### src/rtl/calc_pkg.sv
// Shared definitions for the calculator entry front-end: key codes, operator
// encodings, sequencer states and the operand magnitude limit.
package calc_pkg;

    localparam logic [4:0] KEY_PLUS  = 5'd10;
    localparam logic [4:0] KEY_MINUS = 5'd11;
    localparam logic [4:0] KEY_EQ    = 5'd12;
    localparam logic [4:0] KEY_CLR   = 5'd13;
    localparam logic [4:0] KEY_NEG   = 5'd14;
    localparam logic [4:0] KEY_DIGIT_MAX = 5'd9;

    localparam logic [1:0] OP_ADD = 2'b00;
    localparam logic [1:0] OP_SUB = 2'b01;

    typedef enum logic {
        ENTRY = 1'b0,
        ISSUE = 1'b1
    } seq_state_t;

    // Largest magnitude representable as a positive W-bit two's-complement value.
    function automatic int max_mag(input int w);
        return (1 << (w - 1)) - 1;
    endfunction

endpackage

### src/rtl/calc_operand_accum.sv
// Decimal operand accumulator: builds the magnitude digit by digit, saturating with
// a sticky overflow flag. Build option CALC_NEGATE_EN enables the sign toggle.
module calc_operand_accum
    import calc_pkg::*;
#(
    parameter int W = 10
) (
    input  logic         clk,
    input  logic         rst,
    input  logic         digit_strobe,
    input  logic [3:0]   digit,
    input  logic         negate_strobe,
    input  logic         clear_strobe,
    output logic [W:0]   value,
    output logic         started
);

    localparam logic [W+3:0] MAXMAG_EXT = (W + 4)'(max_mag(W));

    logic [W-1:0] mag;
    logic         sign;
    logic         ovf;
    logic [W+3:0] mag_ext;
    logic [W+3:0] nxt;
    logic [W-1:0] mag_neg;

    // mag*10 + d without a multiplier; the 4 extra bits cannot overflow.
    always_comb begin
        mag_ext = {4'b0000, mag};
        nxt     = (mag_ext << 3) + (mag_ext << 1) + {{W{1'b0}}, digit};
    end

    always_ff @(posedge clk) begin
        if (rst || clear_strobe) begin
            mag     <= '0;
            sign    <= 1'b0;
            ovf     <= 1'b0;
            started <= 1'b0;
        end else begin
            if (digit_strobe) begin
                started <= 1'b1;
                if (!ovf) begin
                    if (nxt > MAXMAG_EXT) begin
                        mag <= MAXMAG_EXT[W-1:0];
                        ovf <= 1'b1;
                    end else begin
                        mag <= nxt[W-1:0];
                    end
                end
            end
`ifdef CALC_NEGATE_EN
            if (negate_strobe) begin
                sign <= ~sign;
            end
`endif
        end
    end

`ifndef CALC_NEGATE_EN
    logic negate_unused;
    assign negate_unused = negate_strobe;
`endif

    assign mag_neg = (~mag) + {{(W-1){1'b0}}, 1'b1};
    assign value   = {ovf, sign ? mag_neg : mag};

endmodule

### src/rtl/calc_entry_sequencer.sv
// Keypad front-end: collects up to three operands and two operators, then holds the
// expression on a valid/ready port. Build option CALC_NEGATE_EN enables key 14 (negate).
module calc_entry_sequencer
    import calc_pkg::*;
#(
    parameter int W       = 10,
    parameter int MAX_OPS = 3
) (
    input  logic         clk,
    input  logic         rst,
    input  logic         key_valid,
    input  logic [4:0]   key_code,
    output logic         out_valid,
    input  logic         out_ready,
    output logic [W:0]   a,
    output logic [W:0]   b,
    output logic [W:0]   c,
    output logic [1:0]   op0,
    output logic [1:0]   op1,
    output logic [1:0]   n_operands,
    output logic [W:0]   entry_value
);

    localparam logic [1:0] LAST_IDX = 2'(MAX_OPS - 1);

    seq_state_t   state;
    seq_state_t   next_state;
    logic [1:0]   idx;
    logic [1:0]   n_q;
    logic [W:0]   opnd [MAX_OPS];
    logic [1:0]   ops  [MAX_OPS-1];

    logic         digit_strobe;
    logic         negate_strobe;
    logic         capture_op;
    logic         rewrite_op;
    logic         capture_eq;
    logic         clear_all;
    logic         acc_clear;
    logic [W:0]   acc_value;
    logic         acc_started;
    logic [1:0]   key_op;

    assign key_op    = (key_code == KEY_MINUS) ? OP_SUB : OP_ADD;
    assign acc_clear = clear_all | capture_op | capture_eq;

    calc_operand_accum #(
        .W (W)
    ) u_accum (
        .clk           (clk),
        .rst           (rst),
        .digit_strobe  (digit_strobe),
        .digit         (key_code[3:0]),
        .negate_strobe (negate_strobe),
        .clear_strobe  (acc_clear),
        .value         (acc_value),
        .started       (acc_started)
    );

    always_ff @(posedge clk) begin
        if (rst) begin
            state <= ENTRY;
        end else begin
            state <= next_state;
        end
    end

    // Keys only act in ENTRY; ISSUE waits for the downstream accept and ignores the keypad.
    always_comb begin
        next_state    = state;
        digit_strobe  = 1'b0;
        negate_strobe = 1'b0;
        capture_op    = 1'b0;
        rewrite_op    = 1'b0;
        capture_eq    = 1'b0;
        clear_all     = 1'b0;
        case (state)
            ENTRY: begin
                if (key_valid) begin
                    if (key_code <= KEY_DIGIT_MAX) begin
                        digit_strobe = 1'b1;
                    end else if (key_code == KEY_PLUS || key_code == KEY_MINUS) begin
                        if (idx < LAST_IDX) begin
                            if (acc_started) begin
                                capture_op = 1'b1;
                            end else if (idx != 2'd0) begin
                                rewrite_op = 1'b1;
                            end
                        end
                    end else if (key_code == KEY_EQ) begin
                        capture_eq = 1'b1;
                        next_state = ISSUE;
                    end else if (key_code == KEY_CLR) begin
                        clear_all = 1'b1;
                    end else if (key_code == KEY_NEG) begin
                        negate_strobe = 1'b1;
                    end
                end
            end
            ISSUE: begin
                if (out_ready) begin
                    clear_all  = 1'b1;
                    next_state = ENTRY;
                end
            end
            default: begin
                next_state = ENTRY;
            end
        endcase
    end

    // A second operator before any digit replaces the previous operator instead of capturing.
    always_ff @(posedge clk) begin
        if (rst || clear_all) begin
            idx <= 2'd0;
            n_q <= 2'd0;
            for (int i = 0; i < MAX_OPS; i++) begin
                opnd[i] <= '0;
            end
            for (int i = 0; i < MAX_OPS - 1; i++) begin
                ops[i] <= OP_ADD;
            end
        end else if (capture_op) begin
            opnd[idx]    <= acc_value;
            ops[idx[0]]  <= key_op;
            idx          <= idx + 2'd1;
        end else if (rewrite_op) begin
            ops[idx[0] - 1'b1] <= key_op;
        end else if (capture_eq) begin
            opnd[idx] <= acc_value;
            n_q       <= idx + 2'd1;
        end
    end

    assign out_valid   = (state == ISSUE);
    assign a           = out_valid ? opnd[0] : '0;
    assign b           = out_valid ? opnd[1] : '0;
    assign c           = out_valid ? opnd[2] : '0;
    assign op0         = out_valid ? ops[0]  : 2'b00;
    assign op1         = out_valid ? ops[1]  : 2'b00;
    assign n_operands  = out_valid ? n_q     : 2'b00;
    assign entry_value = acc_value;

endmodule
### config.mk
export PLATFORM = sky130hd
export DESIGN_NAME = calc_entry_sequencer
export DESIGN_NICKNAME = d
export VERILOG_FILES = /design/src/rtl/calc_pkg.sv /design/src/rtl/calc_operand_accum.sv /design/src/rtl/calc_entry_sequencer.sv
export SDC_FILE = /design/constraint.sdc
export NUM_CORES = 1
export LEC_CHECK = 0
export CAP_MARGIN = 20
export CORE_MARGIN = 3
export CORE_UTILIZATION = 45
export CTS_BUF_LIST = sky130_fd_sc_hd__clkbuf_4
export CTS_CLUSTER_SIZE = 28
export DETAILED_ROUTE_END_ITERATION = 16
export PLACE_DENSITY_LB_ADDON = 0.1
export REMOVE_ABC_BUFFERS = 1
export SLEW_MARGIN = 20
export SYNTH_ARGS = -nofsm -noshare
export SYNTH_HDL_FRONTEND = slang
export SYNTH_SLANG_ARGS = --single-unit
export TNS_END_PERCENT = 50
### constraint.sdc
create_clock -name clk -period 4.08 [get_ports clk]
set_input_delay 0.816 -clock clk [delete_from_list [all_inputs] [get_ports clk]]
set_output_delay 0.816 -clock clk [all_outputs]
set_load 0.02 [all_outputs]
Word-level counts from Yosys, hierarchy flattened --
Memories as Yosys holds them, arrays and structs flattened. Cells that the tools add are included. Widths: inputs -> output; s select.
Operators by class: $add $sub $neg 4, $lt $le $gt $ge 3, equality and inequality tests 4, multiplexer cells 64, bitwise operators 7, reduce and logical (&&, ||, !) cells 9
Operators by type and width (number):
- $mux 11 | 5
- $mux 1 | 52
- $eq 5x4->1 const B | 4
- $add 13x11->14 | 1
- $add 14x4->14 | 1
- $gt 14x9->1 const B | 1
- $reduce_or 11->1 | 1
- $mux 10 | 1
- $mux 2 | 4
- $le 5x4->1 const B | 1
- $not 1->1 | 4
- $pmux 1 s2 | 2
- $logic_or 1x1->1 | 3
- $or 1x1->1 | 3
- $reduce_and 3->1 | 1
- $add 2x1->2 const B | 1
- $lt 2x2->1 const B | 1
- $reduce_and 2->1 | 1
- $reduce_bool 2->1 | 1
- $reduce_or 1->1 | 2
- $sub 1x1->1 const B | 1
Storage, ports and cells: bits in registers 17, bits in writable memories 35, output and inout bits 51, word-level logic and storage cells 99, memories kept 2
Memories:
- opnd | words 3, width 11, read ports 3, clocked after memory_dff 0, wr ports 3, RTL line calc_entry_sequencer.sv:30 | logic [W:0] opnd [MAX_OPS];
- ops | words 2, width 1, read ports 2, clocked after memory_dff 0, wr ports 2, RTL line calc_entry_sequencer.sv:31 | logic [1:0] ops [MAX_OPS-1];

Logic depth before layout (Yosys ltp) --
Gate-level depths: netlist (run 1).
depth after elaboration 15, mapped depth 9, gate-level depth less buffers 9

Modules after synthesis --
A second synthesis (run 1) with hierarchy kept.
Unflattened totals: cell total of the unflattened synthesis 298, area, all modules 3155.5 um^2
Modules (own cells, without submodules):
- calc_entry_sequencer | times used 1, cells each 177, area each 2068.2 um^2, sequential area each 1151.1 um^2
- calc_operand_accum | times used 1, cells each 121, area each 1087.3 um^2, sequential area each 240.2 um^2

Least setup slack after synthesis (run 1) --
OpenSTA, ideal clock, no wires.
kind input-to-reg, from in key_code[3], to reg u_accum.mag[0], data arrival time 3.098 ns, data required time 3.961 ns, setup slack 0.863 ns, cell stages on the path 8, cell sequence fa_1 -> fa_1 -> a21o_1 -> a221oi_2 -> o31ai_1 -> a22oi_2 -> nand4_4 -> o221a_1
On the way: longest elaborated chain between the ends 10
Ends and longest elaborated chain:
- start, declared | RTL line calc_entry_sequencer.sv:12 | input logic [4:0] key_code,
- branches (longest 10 deep; another with $add 14x4->14)
- end signal, assigned | RTL line calc_operand_accum.sv:44 | mag <= MAXMAG_EXT[W-1:0];
- end signal, assigned | RTL line calc_operand_accum.sv:47 | mag <= nxt[W-1:0];
- end, declared | RTL line calc_operand_accum.sv:20 | logic [W-1:0] mag;
Parallel ways; which one is timed is not known. A chain may end at the register's enable or synchronous reset.

Final worst setup path (run 1) --
from in key_code[3], to reg u_accum.mag[6]
Same word-level chain as after synthesis.

==> results.cfg, run 1 <==
[critical_path]
regToRegEndpoint = u_accum.mag[6]
startpoint_type = primary input
path_max_fanout = 9
cp.required_ps = 4340
crit_type = in2reg
endpoint_kind = flop
worstSetupStartpoint = key_code[3]
reg2reg_from = u_accum.mag[2]
crit_arrival_ps = 3790
r2r_slack_ps = 1010
reg2reg_depth = 8

[yosys]
yosysUniqueCellTypes = 50
ys_async_sr_fraction = 0
ys_warn_count = 0
yosys_most_used_dff = edfxtp_1
synth-seq-cells = 52
syn_avg_cell_area_um2 = 10.7
syn_inst = 280
synth_edf_count = 35
synth_top_area_frac = 0.349
synthesis.area_mm2 = 0.00301
ys_top_cells_by_area = edfxtp_1, dfxtp_1, ha_1
yosys.area.top_type = edfxtp_1
yosysSeqAreaShare = 0.463

[grt]
grt_overflow = 0
grt_pass1_vias = 2026
grt_max_degree = 43
grt.total_usage = 0.161
grt_pass1_wl_um = 9690
antenna_found_initial = 0

[die]
fp.dieH_um = 87.8
num_rows = 29
initial_core_util = 0.468
fp.dieW_um = 87.8
core-area_mm2 = 0.00642
die_area_mm2 = 0.00770
ios = 60

[timing]
min_period_ps = 3530
setup_violations = 0
fin_tns_setup_ps = 0
fmax_mhz = 283
fin_crit_sh = 0.865
worstMarginPinSlew_ps = 749
max-slew-margin-rel = 0.499
rsz0062_at_grt = no
finalClockSkew_ps = 10.7
hold_violations = 0
slew_viol_final = 0

[run_status]
status = complete, no violations

[route]
drcViolationCount = 0
viasPerCell = 5.32
first_iter_violations = 131
wl_per_cell_um = 14.3
wirelength_um = 5840
final_antenna_net_count = 0
dr_total_vias = 2172
firstDrtPassIters = 5

[power]
leakagePower_nw = 1.59
ir_worst_vdd_mv = 0.139
p_per_area_mw_per_mm2 = 278

[job]
maxCapViolCount = 0

[clocking]
clock-sinks = 52
post_cts_resized = 0
cts_buffers = 5
insertion_delay_ps = 360
cts_buffer_depth = 2
h-tree-depth = 2
path_clk_slew_ps = 140
cts_tree = done
holdBufCountCts = 0
cts_setup_buffers = 0
cts-root-buf = clkbuf_4

[placed_design]
dp_hpwl_um = 4520
dpl_cell_area_mm2 = 0.00362
gp_congestion = 0.881
port_buffers = 57
placedCellCount = 400

[cells_and_area]
design_area_mm2 = 0.00370
final_cells = 408
syn_to_final_growth_pct = 23.0
fillers = 574
fin_nets = 363
most-common-layout-cells = clkdlybuf4s50_1, and2_1, edfxtp_1
final_layout_size_suffix_gt1_frac = 0.0604
diodes = 0
final_common_cell = clkdlybuf4s50_1

[worst_hold_path]
whs_path_depth = 2
hold_end = n_q[1]
hold_start = n_q[1]
hp-class = reg2reg
[synth_stat cells (all sizes together) (2+ instances only)]
cell,count
nor3,4
nor2,12
buf,4
and3,35
nand4b,2
a22oi,2
o221a,10
xor2,2
and2,39
o31ai,2
nand2,15
a21oi,11
fa,2
clkbuf,13
xnor2,5
mux2i,2
o21ai,4
nand2b,2
a211o,2
dfxtp,17
nand3,3
inv,9
a211oi,3
o21a,2
edfxtp,35
a21o,4
ha,22
[power by group]
part / leakage [nW] / internal [W] / switching (W)
combinational: 1.04 / 0.0000617 / 0.0000796
clock: 0.0412 / 0.000128 / 0.000155
sequential: 0.501 / 0.000582 / 0.0000204
[metal layers]
metal  track usage  routed length (um)  vias up
met5             0                   0        -
met4        0.0418                  38        0
met3        0.0329                 230        2
met2         0.263                2720       49
met1         0.220                2850      997
li1              -                   -     1124
[final cells by class]
type | instances | area (um2) | area share
clock inverter | 3 | 42.5 | 0.0115
inverter | 9 | 33.8 | 0.00913
sequential | 52 | 1390 | 0.377
clock buffer | 5 | 37.5 | 0.0101
multi-input combinational | 203 | 1510 | 0.408
tap | 77 | 96.3 | 0.0260
timing repair buffer | 59 | 586 | 0.158
[logic make-up after synthesis]
logic type | count (synthesis) | share of synthesized area
compound gates | 47 | 0.125
xor+xnor | 7 | 0.0204
fa+ha+maj | 24 | 0.105
buf+inv | 26 | 0.0366
flops | 52 | 0.463
mux | 3 | 0.0104
other cells | 1 | 0.00125
simple gates | 120 | 0.239
[state kept, by name (all words and copies together) (netlist names)]
name / flops
u_accum.started: 1
out_valid: 1
u_accum.mag: 10
u_accum.ovf: 1
idx: 2
opnd: 33
ops: 2
n_q: 2
[metrics by stage]
stage | hold slack, ps | utilization | worst slack [ps] | total power [W]
2_1_floorplan | 452 | - | 840 | 0.000703
3_3_place_gp | 476 | 0.563 | 218 | 0.000756
3_5_place_dp | 477 | 0.563 | 170 | 0.000757
4_1_cts | 510 | 0.576 | 564 | 0.00103
5_1_grt | 552 | 0.576 | 402 | 0.00108
6_report | 509 | 0.576 | 551 | 0.00103
[worst max-delay path, cell delays in order]
cell and delay (ps):
clkdlybuf4s50_1 480, fa_1 550, fa_1 470, a21o_1 230
a221oi_2 350, o31ai_1 140, a22oi_2 270, nand4_4 190
o221a_1 300
[worst max-delay path by stage]
stage / endpoint / cells after the start
final: u_accum.mag[6] / 9
after CTS: u_accum.mag[6] / 9
after detailed placement: u_accum.mag[6] / 9
after floorplan: u_accum.mag[0] / 8
after global placement: u_accum.mag[0] / 9
after global routing: u_accum.mag[6] / 9
(Power assumes the default switching activity.)
==> inputs of run 2 (changes only) <==
Clock period 4.08 ns to 4.05 ns, I/O delays scaled along.
==> results.cfg, run 2 (same netlist as run 1, synthesis figures left out) <==
[route]
firstDrtPassIters = 4
wl_per_cell_um = 14.1
dr_total_vias = 2173
viasPerCell = 5.33
wirelength_um = 5750
first_iter_violations = 115
final_antenna_net_count = 0
drcViolationCount = 0

[cells_and_area]
top_register = opnd
fillers = 575
final_layout_size_suffix_gt1_frac = 0.0574
most-common-layout-cells = clkdlybuf4s50_1, and2_1, edfxtp_1
largest_reg_flops = 33
reg_top3 = opnd (33), u_accum.mag (10)
final_common_cell = clkdlybuf4s50_1
fin_nets = 363
diodes = 0
final_cells = 408
syn_to_final_growth_pct = 22.9

[die]
fp.dieH_um = 87.8
num_rows = 29
core-area_mm2 = 0.00642
fp.dieW_um = 87.8
die_area_mm2 = 0.00770
ios = 60
initial_core_util = 0.468

[timing]
slew_viol_final = 0
hold_violations = 0
worstMarginPinSlew_ps = 909
min_period_ps = 3530
max-slew-margin-rel = 0.393
finalClockSkew_ps = 10.7
worst_hold_slack_ps = 513
rsz0062_at_grt = no
fin_crit_sh = 0.872
setup_violations = 0
fin_tns_setup_ps = 0
fmax_mhz = 283

[clocking]
cts_buffer_depth = 2
cts_setup_buffers = 0
cts-root-buf = clkbuf_4
h-tree-depth = 2
insertion_delay_ps = 350
clock-sinks = 52
post_cts_resized = 0
cts_buffers = 5
holdBufCountCts = 0
path_clk_slew_ps = 140
cts_tree = done

[critical_path]
cp.required_ps = 4300
regToRegEndpoint = u_accum.mag[6]
crit_path_end = u_accum.mag[6]
reg2reg_from = u_accum.mag[0]
worstSetupStartpoint = key_code[3]
reg2reg_depth = 8
endpoint_kind = flop
r2r_slack_ps = 990
path_max_fanout = 9
crit_type = in2reg
crit_arrival_ps = 3790
startpoint_type = primary input

[power]
pwr-share-clk = 0.276
p_sw_w = 0.000251
pwr-share-seq = 0.587
p_per_area_mw_per_mm2 = 280
leakagePower_nw = 1.59
switching_share = 0.242
ir_worst_vdd_mv = 0.170
combPwrFrac = 0.137
internal_power_w = 0.000784

[worst_hold_path]
hp-class = reg2reg

[grt]
grt_max_degree = 43
grt_overflow = 0
antenna_found_initial = 0
grt_pass1_wl_um = 9600
grt.total_usage = 0.158
grt_pass1_vias = 1964

[placed_design]
placedCellCount = 400
port_buffers = 57
gp_congestion = 0.881
dp_hpwl_um = 4460

[run_status]
status = complete, no violations

[job]
maxCapViolCount = 0
## run 2: cell count changes in the layout (fill, tap and decap cells not counted), sizes merged
cell	change
clkinv	-1
clkbuf	+1
## run 2: stage by stage
| stage | power, W | utilization | cell area (um2) | worst slack, ps |
|---|---|---|---|---|
| final | 0.00103 | 0.576 | 3700 | 518 |
| after global routing | 0.00109 | 0.576 | 3700 | 400 |
| after CTS | 0.00104 | 0.576 | 3700 | 546 |
| after detailed placement | 0.000763 | 0.563 | 3620 | 165 |
| after global placement | 0.000762 | 0.563 | 3620 | 194 |
| after floorplan | 0.000708 | - | 2940 | 816 |
## run 2: final cells by class
cell class                 instances  area (um2)  share of cell area
multi-input combinational        203        1510               0.408
sequential                        52        1390               0.376
timing repair buffer              59         586               0.158
tap                               77        96.3              0.0261
clock buffer                       6        45.0              0.0122
clock inverter                     2        35.0             0.00948
inverter                           9        33.8             0.00914
## run 2: worst max-delay path, stage by stage
cell and delay, ps:
clkdlybuf4s50_1 480, fa_1 550, fa_1 470, a21o_1 220
a221oi_2 350, o31ai_1 140, a22oi_2 270, nand4_4 190
o221a_1 310
## run 2: worst min-delay path by stage
stage | from | endpoint | slack (ps) | cells past startpoint
after detailed placement | n_q[1] | n_q[1] | 490 | 2
after CTS | n_q[1] | n_q[1] | 520 | 2
after floorplan | n_q[0] | n_q[0] | 450 | 2
after global routing | n_q[0] | n_q[0] | 570 | 2
after global placement | n_q[0] | n_q[0] | 480 | 2
final | n_q[1] | n_q[1] | 510 | 2
## run 2: per-layer routing
layer | up-vias | global-route usage | share of wire
met5 | - | 0 | 0
li1 | 1123 | - | -
met2 | 54 | 0.248 | 0.46
met4 | 0 | 0.0418 | 0.015
met1 | 990 | 0.226 | 0.49
met3 | 6 | 0.0282 | 0.036
## run 2: power groups by stage
stage,registers (W),clock network (W),logic [W]
detailed placement,0.000620,0,0.000143
global placement,0.000620,0,0.000142
global route,0.000612,0.000318,0.000160
finish,0.000608,0.000285,0.000142
CTS,0.000608,0.000290,0.000144
floorplan,0.000619,0,0.0000889
